### src/rtl/cbd_sample_scheduler_pkg.sv
// Shared types and constants for the CBD sample scheduler.
// The mod-q write mapping is selected by CBD_SCHED_MODQ_EN (see cbd_coeff_modq).
package cbd_sched_pkg;

    typedef enum logic [2:0] {
        IDLE   = 3'd0,
        START  = 3'd1,
        STREAM = 3'd2,
        DRAIN  = 3'd3,
        DONE   = 3'd4
    } sched_state_e;

    localparam logic [11:0] KYBER_Q = 12'd3329;
    localparam logic [3:0]  ETA2    = 4'd2;
    localparam logic [3:0]  ETA3    = 4'd3;

    function automatic logic [11:0] sext_coeff(input logic signed [3:0] d);
        return {{8{d[3]}}, d};
    endfunction

endpackage

### src/rtl/cbd_sample_scheduler_modq.sv
// Maps a signed 4-bit CBD coefficient to a 12-bit RAM word.
// CBD_SCHED_MODQ_EN defined: reduce into [0, q); otherwise plain sign extension.
module cbd_coeff_modq (
    input  logic signed [3:0]  coeff,
    output logic        [11:0] wdata
);
    import cbd_sched_pkg::*;

`ifdef CBD_SCHED_MODQ_EN
    // Negative inputs are small, so q + d never leaves the 12-bit range.
    function automatic logic [11:0] reduce_q(input logic signed [3:0] d);
        logic [11:0] ext;
        ext = sext_coeff(d);
        return d[3] ? (KYBER_Q + ext) : ext;
    endfunction

    assign wdata = reduce_q(coeff);
`else
    assign wdata = sext_coeff(coeff);
`endif

endmodule

### src/rtl/cbd_sample_scheduler.sv
// Runs the CBD sampler over a batch of polynomials and writes each coefficient
// to polynomial RAM at {slot, index}. Write-data mapping set by CBD_SCHED_MODQ_EN.
module cbd_sample_scheduler #(
    parameter int POLY_LENGTH         = 256,
    parameter int COEFF_COUNTER_WIDTH = 16,
    parameter int SLOT_W              = 4
) (
    input  logic                                     clk,
    input  logic                                     rst_n,
    input  logic                                     job_valid,
    output logic                                     job_ready,
    input  logic [3:0]                               job_n_eta1,
    input  logic [3:0]                               job_n_eta2,
    input  logic [3:0]                               job_eta1,
    input  logic [3:0]                               job_eta2,
    input  logic [SLOT_W-1:0]                        job_base,
    input  logic                                     abort,
    output logic                                     samp_start,
    output logic [COEFF_COUNTER_WIDTH-1:0]           samp_n_coeffs,
    output logic [3:0]                               samp_eta,
    input  logic                                     samp_coeff_valid,
    input  logic signed [3:0]                        samp_coeff_data,
    input  logic                                     samp_coeff_last,
    output logic                                     samp_coeff_ready,
    output logic                                     mem_we,
    output logic [SLOT_W+$clog2(POLY_LENGTH)-1:0]    mem_addr,
    output logic [11:0]                              mem_wdata,
    input  logic                                     mem_ready,
    output logic                                     busy,
    output logic                                     done,
    output logic                                     err
);
    import cbd_sched_pkg::*;

    localparam int             IDX_W    = $clog2(POLY_LENGTH);
    localparam logic [IDX_W-1:0] IDX_LAST = IDX_W'(POLY_LENGTH - 1);

    sched_state_e state, next_state;

    logic [3:0]        n_eta1_q;
    logic [3:0]        n_eta2_q;
    logic [3:0]        eta1_q;
    logic [3:0]        eta2_q;
    logic [SLOT_W-1:0] base_q;
    logic [4:0]        poly_idx;
    logic [IDX_W-1:0]  coeff_idx;
    logic              err_q;

    logic              job_fire;
    logic              coeff_hs;
    logic              last_poly;
    logic              in_flow;
    logic [4:0]        n_total;
    logic [4:0]        job_total;
    logic [SLOT_W-1:0] slot;
    logic [11:0]       mapped_wdata;

    assign job_fire  = job_valid & job_ready;
    assign coeff_hs  = samp_coeff_valid & samp_coeff_ready;
    assign in_flow   = (state == STREAM) || (state == DRAIN);
    assign n_total   = {1'b0, n_eta1_q} + {1'b0, n_eta2_q};
    assign job_total = {1'b0, job_n_eta1} + {1'b0, job_n_eta2};
    assign last_poly = (poly_idx == (n_total - 5'd1));

    always_ff @(posedge clk) begin
        if (!rst_n) begin
            state <= IDLE;
        end else begin
            state <= next_state;
        end
    end

    always_comb begin
        next_state = state;
        case (state)
            IDLE: begin
                if (job_fire) begin
                    next_state = (job_total == 5'd0) ? DONE : START;
                end
            end
            START: begin
                next_state = abort ? IDLE : STREAM;
            end
            STREAM: begin
                // A final handshake wins over a simultaneous abort: it still completes.
                if (coeff_hs && samp_coeff_last) begin
                    next_state = last_poly ? DONE : START;
                end else if (abort) begin
                    next_state = DRAIN;
                end
            end
            DRAIN: begin
                if (coeff_hs && samp_coeff_last) begin
                    next_state = DONE;
                end
            end
            DONE: begin
                next_state = IDLE;
            end
            default: begin
                next_state = IDLE;
            end
        endcase
    end

    always_comb begin
        job_ready        = 1'b0;
        samp_start       = 1'b0;
        samp_coeff_ready = 1'b0;
        mem_we           = 1'b0;
        done             = 1'b0;
        busy             = 1'b1;
        case (state)
            IDLE: begin
                job_ready = 1'b1;
                busy      = 1'b0;
            end
            START: begin
                samp_start = ~abort;
            end
            STREAM: begin
                samp_coeff_ready = mem_ready;
                mem_we           = samp_coeff_valid;
            end
            DRAIN: begin
                samp_coeff_ready = 1'b1;
            end
            DONE: begin
                done = 1'b1;
            end
            default: begin
                busy = 1'b1;
            end
        endcase
    end

    // Job capture, poly/coefficient counters and the sticky length-mismatch flag.
    always_ff @(posedge clk) begin
        if (!rst_n) begin
            n_eta1_q  <= '0;
            n_eta2_q  <= '0;
            eta1_q    <= '0;
            eta2_q    <= '0;
            base_q    <= '0;
            poly_idx  <= '0;
            coeff_idx <= '0;
            err_q     <= 1'b0;
        end else begin
            if (job_fire) begin
                n_eta1_q  <= job_n_eta1;
                n_eta2_q  <= job_n_eta2;
                eta1_q    <= job_eta1;
                eta2_q    <= job_eta2;
                base_q    <= job_base;
                poly_idx  <= '0;
                coeff_idx <= '0;
                err_q     <= 1'b0;
            end
            if (state == START) begin
                coeff_idx <= '0;
            end
            if (in_flow && coeff_hs) begin
                coeff_idx <= coeff_idx + 1'b1;
                if (samp_coeff_last != (coeff_idx == IDX_LAST)) begin
                    err_q <= 1'b1;
                end
                if ((state == STREAM) && samp_coeff_last) begin
                    poly_idx <= poly_idx + 5'd1;
                end
            end
        end
    end

    assign slot          = base_q + SLOT_W'(poly_idx);
    assign mem_addr      = {slot, coeff_idx};
    assign samp_eta      = (poly_idx < {1'b0, n_eta1_q}) ? eta1_q : eta2_q;
    assign samp_n_coeffs = COEFF_COUNTER_WIDTH'(POLY_LENGTH);
    assign err           = err_q;

    cbd_coeff_modq u_modq (
        .coeff (samp_coeff_data),
        .wdata (mapped_wdata)
    );

    assign mem_wdata = mem_we ? mapped_wdata : 12'd0;

endmodule

### config.mk
export PLATFORM = sky130hd
export DESIGN_NAME = cbd_sample_scheduler
export DESIGN_NICKNAME = d
export VERILOG_FILES = /design/src/rtl/cbd_sample_scheduler_pkg.sv /design/src/rtl/cbd_sample_scheduler_modq.sv /design/src/rtl/cbd_sample_scheduler.sv
export SDC_FILE = /design/constraint.sdc
export NUM_CORES = 1
export LEC_CHECK = 0
export ABC_AREA = 1
export CAP_MARGIN = 10
export CELL_PAD_IN_SITES_DETAIL_PLACEMENT = 1
export CELL_PAD_IN_SITES_GLOBAL_PLACEMENT = 1
export CORE_MARGIN = 5
export CORE_UTILIZATION = 32
export DETAILED_ROUTE_END_ITERATION = 10
export PLACE_DENSITY_LB_ADDON = 0.1
export SLEW_MARGIN = 30
export SYNTH_ARGS = -nofsm -noshare
export SYNTH_HDL_FRONTEND = slang
export SYNTH_SLANG_ARGS = --single-unit
### constraint.sdc
create_clock -name clk -period 2.4 [get_ports clk]
set_clock_uncertainty 0.15 [all_clocks]
set_input_delay 0.48 -clock clk [delete_from_list [all_inputs] [get_ports clk]]
set_output_delay 0.48 -clock clk [all_outputs]
set_load 0.02 [all_outputs]
==> flow_metrics.env, run 1 <==
export IMPL_status="finished, final reports clean"
export IMPL_p_int_mw=1.74
export IMPL_yosysUniqueCellTypes=32
export IMPL_start_util=0.333
export IMPL_power_density_nw_per_um2=869
export IMPL_critical_path_arrival_ns=1.75
export IMPL_synth_flop_cell="dfxtp_1"
export IMPL_worst_setup_path_type="flop to output port"
export IMPL_num_vias=2413
export IMPL_maxCapViolCount=0
export IMPL_synth_top_cell_area_share=0.304
export IMPL_yosys_top_cells_count="inv_1, nand2_1, nor2_1"
export IMPL_rows=31
export IMPL_ys_warnings_count=0
export IMPL_synth_top_area_cell="dfxtp_1"
export IMPL_routabilityCongestion=0.799
export IMPL_synth_edf_count=0
export IMPL_swShare=0.426
export IMPL_portBuffers=65
export IMPL_synthAdderAreaFrac=0.122
export IMPL_nets=489
export IMPL_grt_max_degree=17
export IMPL_crit_required_ns=1.77
export IMPL_drt_vias_per_instance=4.50
export IMPL_synth_most_common_cell="inv_1"
export IMPL_drt_iter0_drc=36
export IMPL_route_detailed_drc=0
export IMPL_synthesis_area_sq_um=2440
export IMPL_maxSlewViolCount=0
export IMPL_avgRoutedWirePerCell_um=13.2
export IMPL_diodes=0
export IMPL_drtAntennaViolNets=0
export IMPL_syn_to_final_growth_pct=43.1
export IMPL_tritoncts="built"
export IMPL_crit_path_start_kind="flop"
export IMPL_grt_usage=0.155
export IMPL_ir_drop_v=0.000328
export IMPL_core_area_sq_um=7330
export IMPL_grt_pass1_vias=2527
export IMPL_total_power_mw=3.03
export IMPL_hold_path_class="flop to flop"
export IMPL_placed_area_sq_um=3280
export IMPL_cts_buffer_depth=2
export IMPL_grt_pass1_wl_um=12100
export IMPL_hold_violations=0
export IMPL_synthMuxAreaShare=0
export IMPL_cts_sinks=37
export IMPL_htreeDepth=2
export IMPL_antenna_found_initial=0
export IMPL_syn_inst=349
export IMPL_drive_above_1_share=0.204
export IMPL_clk_pin_slew_worst_paths_ns=0.09
export IMPL_dr_pass1_iters=4
export IMPL_synth_compound_area_frac=0.145
export IMPL_seq_power_share=0.260
export IMPL_finalCriticalPeriod_ns=2.38
export IMPL_die_h_um=97.3
export IMPL_clk_latency_ns=0.30
export IMPL_yosysSeqAreaShare=0.304
export IMPL_synth_seq_cells=37
export IMPL_seq_area_sq_um=744
export IMPL_routed_wl_um=7090
export IMPL_synth_xor_area_frac=0.0215
export IMPL_cts_made_buffers=5
export IMPL_yosys_area_share_simple=0.230
export IMPL_ys_async_sr_fraction=0
export IMPL_netlist_top_cells_area="dfxtp_1, ha_1, inv_1"
export IMPL_ios=82
export IMPL_fin_area_sq_um=3490
export IMPL_switchingPower_mw=1.29
export IMPL_combPwrFrac=0.551
export IMPL_ctsHoldBuffers=0
export IMPL_whs_ns=0.305
export IMPL_grt_remaining_overflow=0
export IMPL_synth_top_family_by_area="simple AND/OR/NAND/NOR gates"
export IMPL_setup_tns_ns=0
export IMPL_worstHoldStart="eta1_q[1]$_SDFFE_PN0P_"
export IMPL_rsz0062_at_grt="yes"
export IMPL_setup_viol_count_final=0
export IMPL_final_core_util=0.476
export IMPL_die_w_um=97.3
export IMPL_crit_start="n_eta1_q[1]$_SDFFE_PN0P_"
export IMPL_worstPathMaxFanout=6
export IMPL_min_period_over_period=0.993
export IMPL_reg2reg_from="n_eta1_q[1]$_SDFFE_PN0P_"
export IMPL_multi_input_area_sq_um=1420
export IMPL_leakage_nw=1.59
export IMPL_hpwl_um=5730
export IMPL_root_buffer="clkbuf_8"
export IMPL_max_clock_freq_mhz=420
export IMPL_dieArea_sq_um=9470
export IMPL_syn_avg_cell_area_sq_um=6.99
export IMPL_nFillCells=936
export IMPL_cp_end_kind="output port"
export IMPL_p_clk_frac=0.189
## critical path, stage by stage (launching register included)
cell and delay, ns:
dfxtp_2 0.33, inv_2 0.07, ha_4 0.20, a21oi_2 0.11
nor2_1 0.05, o21ai_1 0.14, nand2_2 0.13, buf_6 0.16
nand2_2 0.07, o21ai_4 0.06, buf_6 0.13
## layout by cell type, fill, tap and decap left out, types with 4 or more instances in the layout
cell,Yosys,routed
a21oi_1,29,28
nand3_1,15,15
inv_2,2,6
nor3_1,8,8
nor2_4,3,4
clkbuf_8,0,5
conb_1,2,16
clkdlybuf4s50_1,0,42
nand2_1,53,50
nor2_1,39,36
dfxtp_1,37,34
inv_1,55,51
ha_1,19,16
o21ai_0,30,27
buf_6,0,5
clkdlybuf4s15_2,0,9
buf_4,24,28
buf_2,1,7
## registers in the layout (all words and copies together) (netlist names)
signal / flops
coeff_idx: 8
base_q: 4
eta2_q: 4
eta1_q: 4
state: 3
poly_idx: 5
n_eta1_q: 4
err: 1
n_eta2_q: 4
## metrics by stage
stage / instances / setup WS, ns
3_5_place_dp: 525 / -0.468
5_1_grt: 536 / -0.0986
6_report: 536 / 0.0180
2_1_floorplan: 363 / 0.0114
3_3_place_gp: 525 / -0.305
4_1_cts: 534 / -0.00707
## cell type report
class | instances | share of cell area
sequential | 37 | 0.213
clock buffer | 5 | 0.0197
inverter | 58 | 0.0623
multi-input combinational | 238 | 0.407
clock inverter | 3 | 0.0133
timing repair buffer | 96 | 0.249
tap | 99 | 0.0355
## final timing paths
path                                  to  slack [ns]  cells past startpoint
setup / recovery             samp_eta[2]        0.02                     10
hold / removal    eta1_q[1]$_SDFFE_PN0P_        0.30                      2
setup reg to reg   state[0]$_SDFFE_PN0P_        0.08                     15
hold reg to reg   eta1_q[1]$_SDFFE_PN0P_        0.30                      2
## what timing repair did
item                       CTS  global route
gates cloned                 0             1
setup endpoints to repair   23            22
setup buffers                1             1
pin swaps                   13             7
resized for setup           88            20
## per-layer routing
metal	up-vias	wire length [um]	track usage
met5	-	0	0
met4	0	126	0.0490
met3	11	218	0.0294
met2	46	3350	0.259
met1	1109	3390	0.202
li1	1247	-	-
## power by group through the flow
| stage | clock, mW | sequential, mW | combinational, mW |
|---|---|---|---|
| after detailed placement | 0 | 0.796 | 1.58 |
| after CTS | 0.591 | 0.784 | 1.64 |
| after floorplan | 0 | 0.795 | 0.987 |
| after global routing | 0.618 | 0.803 | 1.90 |
| after global placement | 0 | 0.789 | 1.53 |
| final | 0.572 | 0.790 | 1.67 |
## cell families (layout without fill, tap and decap cells)
group	after synthesis	count (layout)
xor+xnor	6	6
fa+ha+maj	22	22
compound gates	67	67
simple gates	126	127
other cells	2	16
flops	37	37
buf+inv	89	162
(Power assumes the default switching activity.)
==> run 2, diff against run 1 <==
- CAP_MARGIN: 10 -> 20
==> results of run 2 <==
The final DEF is identical to that of run 1; final timing and power are the same.
==> variant 1: new RTL, settings of run 2 <==
`COEFF_COUNTER_WIDTH`: 16 -> 32.
--- a/src/rtl/cbd_sample_scheduler.sv
+++ b/src/rtl/cbd_sample_scheduler.sv
@@ -2,7 +2,7 @@
 // to polynomial RAM at {slot, index}. Write-data mapping set by CBD_SCHED_MODQ_EN.
 module cbd_sample_scheduler #(
     parameter int POLY_LENGTH         = 256,
-    parameter int COEFF_COUNTER_WIDTH = 16,
+    parameter int COEFF_COUNTER_WIDTH = 32,
     parameter int SLOT_W              = 4
 ) (
     input  logic                                     clk,
Interface: changed (resized samp_n_coeffs); port bits go from 82 to 98. The function was not compared with the original's and may differ.
==> variant 1 against run 2 <==
Register-to-register slack hardly changed; final cell count is 2.8% higher; utilization is 2.4 points lower; setup slack gained 0.055 ns; cell area grew 0.57%; total power decreased by 0.21%; synthesized area increased by 4.9%; wire length grew 2.4%; sequential cell count unchanged; critical path type unchanged.
==> variant 1: results (changes against run 2) <==
{| class="wikitable"
! Metric !! Value
|-
| Signal arrival time at the worst endpoint || 1.70 ns (-0.05 ns)
|-
| Total global routing track utilization || 15.0% (-0.49 points)
|-
| Wire length on met2 || 3.53 mm (+5.4%)
|-
| Number of combinational gates with multiple inputs || 254 (+6.7%)
|-
| Leakage power summed over all cells || 1.64 nW (+3.1%)
|-
| Number of standard cells after synthesis || 365 (+4.6%)
|-
| Synthesized-area fraction occupied by xor and xnor cells || 2.05% (-0.10 points)
|-
| GR Layer Usage met1 || 19.4% (-0.82 points)
|-
| Area post-placement || 3320 µm² (+1.3%)
|-
| Area fraction in compound gates after synthesis || 13.8% (-0.68 points)
|-
| Gp weighted congestion || 0.783 (-2.0%)
|-
| Detail-routed via count per cell || 4.40 (-2.2%)
|-
| Share of cells above drive strength 1 || 19.6% (-0.77 points)
|-
| Utilization of the core after routing || 45.2% (-2.4 points)
|-
| Worst slack at placement || -0.430 ns (+0.0381 ns)
|-
| Max rail drop VDD || 0.335 mV (+1.9%)
|-
| Dpl cells || 541 (+3.0%)
|-
| M1 wire length || 3.31 mm (-2.4%)
|-
| Maximum clock frequency || 430 MHz (+2.4%)
|-
| Signal buffers share of area || 23.2% (-1.7 points)
|-
| Buffers excl. clock || 92 (-4.2%)
|-
| Via count || 2,427 (+0.58%)
|-
| Largest net degree at the start of global routing || 22 (+5)
|-
| Sequential portion of the cell area || 21.3% (about the same)
|-
| Buffer and inverter count on the worst path || 2 (-1)
|-
| Register area share after synthesis || 28.9% (-1.4 points)
|-
| Adder-cell share of the synthesized area || 11.6% (-0.57 points)
|-
| Met2 capacity usage during global routing || 25.3% (-0.59 points)
|-
| Final clock-cell share || 3.21% (-0.090 points)
|-
| Count of nets after finishing || 501 (+2.5%)
|-
| Worst Path Max Fanout || 8 (+2)
|-
| Worst hold slack after final layout || 0.312 ns (+0.00743 ns)
|-
| DP HPWL || 5.82 mm (+1.5%)
|-
| Result of the run || completed
|-
| Post-cts resize count || 69 (-22%)
|-
| Fill cells || 994 (+6.2%)
|-
| Number of standard-cell rows in the floorplan || 32 (+3.2%)
|}
[variant 1: worst reg2reg max path, cell delays in order, from the launching register on]
cell and delay, ns:
sky130_fd_sc_hd__dfxtp_2 0.34, sky130_fd_sc_hd__inv_2 0.05, sky130_fd_sc_hd__buf_6 0.11, sky130_fd_sc_hd__ha_4 0.27, sky130_fd_sc_hd__inv_4 0.03, sky130_fd_sc_hd__ha_4 0.15, sky130_fd_sc_hd__inv_2 0.05, sky130_fd_sc_hd__fa_1 0.41
sky130_fd_sc_hd__xor2_1 0.16, sky130_fd_sc_hd__nand2_1 0.07, sky130_fd_sc_hd__nor2_2 0.10, sky130_fd_sc_hd__nand3_1 0.09, sky130_fd_sc_hd__nand2_1 0.07, sky130_fd_sc_hd__nand2_1 0.05, sky130_fd_sc_hd__nand2_1 0.06, sky130_fd_sc_hd__a21oi_2 0.05
[variant 1: power by group]
part / switching (W) / internal (W)
registers: 0.0000572 / 0.000733
logic: 0.00100 / 0.000674
clock network: 0.000251 / 0.000312
total: 0.00131 / 0.00172
==> variant 2: new RTL, settings of run 2 <==
Made on the original files. Put one more register stage on the output `err`, without a reset. The value now appears one clock later. The other outputs are not delayed to match.
--- a/src/rtl/cbd_sample_scheduler.sv
+++ b/src/rtl/cbd_sample_scheduler.sv
@@ -175,7 +175,9 @@
     assign mem_addr      = {slot, coeff_idx};
     assign samp_eta      = (poly_idx < {1'b0, n_eta1_q}) ? eta1_q : eta2_q;
     assign samp_n_coeffs = COEFF_COUNTER_WIDTH'(POLY_LENGTH);
-    assign err           = err_q;
+    always_ff @(posedge clk) begin
+        err <= err_q;
+    end
 
     cbd_coeff_modq u_modq (
         .coeff (samp_coeff_data),
Formal check against the unedited RTL: not equivalent (a bounded check fails within 4 cycles, from zero or initial values and one cycle with rst_n low).
==> variant 2 against run 2 <==
Wire length fell by 1.5%; highest routed layer unchanged; synthesized area rose by 0.82%; critical path depth fell by 1; final cell count fell by 0.19%; cell area fell by 1.5%; total power fell by 0.67%; sequential cell count rose by 1; die area rose by 0.73%; global-route usage fell by 0.57 points; setup slack got worse by 0.0045 ns.
==> variant 2: results (changes against run 2) <==
{| class="wikitable"
! Metric !! Value
|-
| Max stage delay on crit path || 0.33 ns (about the same)
|-
| Worst Path Max Fanout || 7 (+1)
|-
| Register area share after synthesis || 30.9% (+0.57 points)
|-
| Share of cells above drive strength 1 || 19.4% (-0.97 points)
|-
| Hold depth || 0 (-2)
|-
| First-pass GRT wire length || 12.0 mm (-0.92%)
|-
| Max rail drop VDD || 0.335 mV (+2.1%)
|-
| Vias in the first global route || 2,545 (+0.71%)
|-
| Synthesis warning total || 0 (unchanged)
|-
| Detail-routed via count per cell || 4.51 (+0.15%)
|-
| Result of the run || completed
|-
| Family with the most delay on the worst path || buffers and inverters
|-
| R2R Path End || state[0]$_SDFFE_PN0P_
|-
| Post-synth ARST share || 0% (unchanged)
|-
| Leakage power summed over all cells || 1.60 nW (+0.57%)
|-
| Root buffer selected by CTS || sky130_fd_sc_hd__clkbuf_8
|-
| Kind of path behind the tightest hold check || reg2reg
|-
| R2r setup slk || 0.09 ns
|-
| Top cells by instance count after synthesis || sky130_fd_sc_hd__inv_1 (55), sky130_fd_sc_hd__nand2_1 (53), sky130_fd_sc_hd__nor2_1 (39)
|-
| Count of nets after finishing || 486 (-0.61%)
|-
| Maximum clock insertion buffer count || 2 (unchanged)
|-
| Routed len/inst || 13.0 µm (-1.4%)
|-
| Total global routing track utilization || 14.9% (-0.57 points)
|-
| Number of detailed-routing iterations run before antenna repair || 5 (+1)
|-
| Number of buffers created by CTS || 5 (unchanged)
|-
| Gp weighted congestion || 0.757 (-5.3%)
|-
| DRC marker count from the first detailed-route iteration || 65 (+81%)
|-
| Signal arrival time at the worst endpoint || 1.76 ns
|-
| Largest net degree at the start of global routing || 18 (+1)
|-
| DP HPWL || 5.62 mm (-2.0%)
|-
| Count of buffers inserted at the top-level ports || 65 (unchanged)
|-
| Critical path capture point || samp_eta[3]
|-
| Top cells by area, synth || sky130_fd_sc_hd__dfxtp_1 (31%), sky130_fd_sc_hd__ha_1 (9.7%), sky130_fd_sc_hd__inv_1 (8.4%), sky130_fd_sc_hd__nand2_1 (8.1%), sky130_fd_sc_hd__buf_4 (7.3%)
|-
| Fill cells || 973 (+4.0%)
|}
==> variant 2: changes by cell type in the layout (fill, tap and decap cells not counted), moves of 2 or more <==
cell and delta:
sky130_fd_sc_hd__clkbuf_2 +6, sky130_fd_sc_hd__clkdlybuf4s15_2 -6, sky130_fd_sc_hd__buf_2 -3, sky130_fd_sc_hd__o21ai_2 +3, sky130_fd_sc_hd__o21ai_0 -2
==> variant 2: metrics by stage <==
step | setup slack (ns) | cell area, µm² | cells
5_1_grt | -0.117 | 3440 | 535
6_report | 0.0135 | 3440 | 535
3_3_place_gp | -0.320 | 3270 | 525
4_1_cts | -0.00801 | 3450 | 534
3_5_place_dp | -0.403 | 3270 | 525
2_1_floorplan | 0.0114 | 2510 | 364
==> variant 2: kinds of logic (layout without fill, tap and decap cells) <==
logic type               Yosys count  in the layout  share of synthesized area [%]
AO/OA/AOI/OAI                     67             67                           14.4
buffers and inverters             89            157                           17.3
AND/OR/NAND/NOR                  126            127                           22.8
adder cells (fa/ha/maj)           22             22                           12.1
flip-flops                        38             38                           30.9
other                              2             16                          0.305
XOR/XNOR                           6              6                           2.14
==> variant 2: metal layers <==
layer	track usage (%)	vias up	part of all wire [%]
met5	0	-	0
met3	2.51	5	3.1
met4	3.19	0	0.87
met1	19.7	1120	48
met2	25.5	51	48
li1	-	1236	-
==> variant 2: layout make-up <==
type / count / share of cell area (%)
Multi-Input combinational cell: 238 / 40.9
Clock inverter: 1 / 0.873
Tap cell: 102 / 3.71
Sequential cell: 38 / 22.2
Inverter: 58 / 6.33
Timing Repair Buffer: 92 / 23.6
Clock buffer: 6 / 2.40
==> variant 2: worst min-delay path by stage <==
stage / start / slack, ns / end
2_1_floorplan: err_q$_SDFF_PN0_ / 0.18 / err$_DFF_P_
3_3_place_gp: err_q$_SDFF_PN0_ / 0.20 / err$_DFF_P_
3_5_place_dp: err_q$_SDFF_PN0_ / 0.20 / err$_DFF_P_
4_1_cts: err_q$_SDFF_PN0_ / 0.21 / err$_DFF_P_
5_1_grt: err_q$_SDFF_PN0_ / 0.22 / err$_DFF_P_
6_report: err_q$_SDFF_PN0_ / 0.21 / err$_DFF_P_
==> variant 2: timing repair <==
| item | 4_1_cts | 5_1_grt |
|---|---|---|
| pin swaps | 15 | 11 |
| hold buffers | 0 | 0 |
| endpoints found under the setup margin | 22 | 23 |
| resized for setup | 81 | 27 |
| buffers inserted | 2 | 0 |
| cloned | 0 | 1 |
==> variant 2: where the power goes <==
part           internal, W  total (W)  switching (W)  leakage, nW
sequential        0.000749   0.000800      0.0000508        0.313
clock             0.000333   0.000567       0.000234       0.0573
combinational     0.000689    0.00165       0.000959         1.23
total              0.00177    0.00301        0.00124         1.60
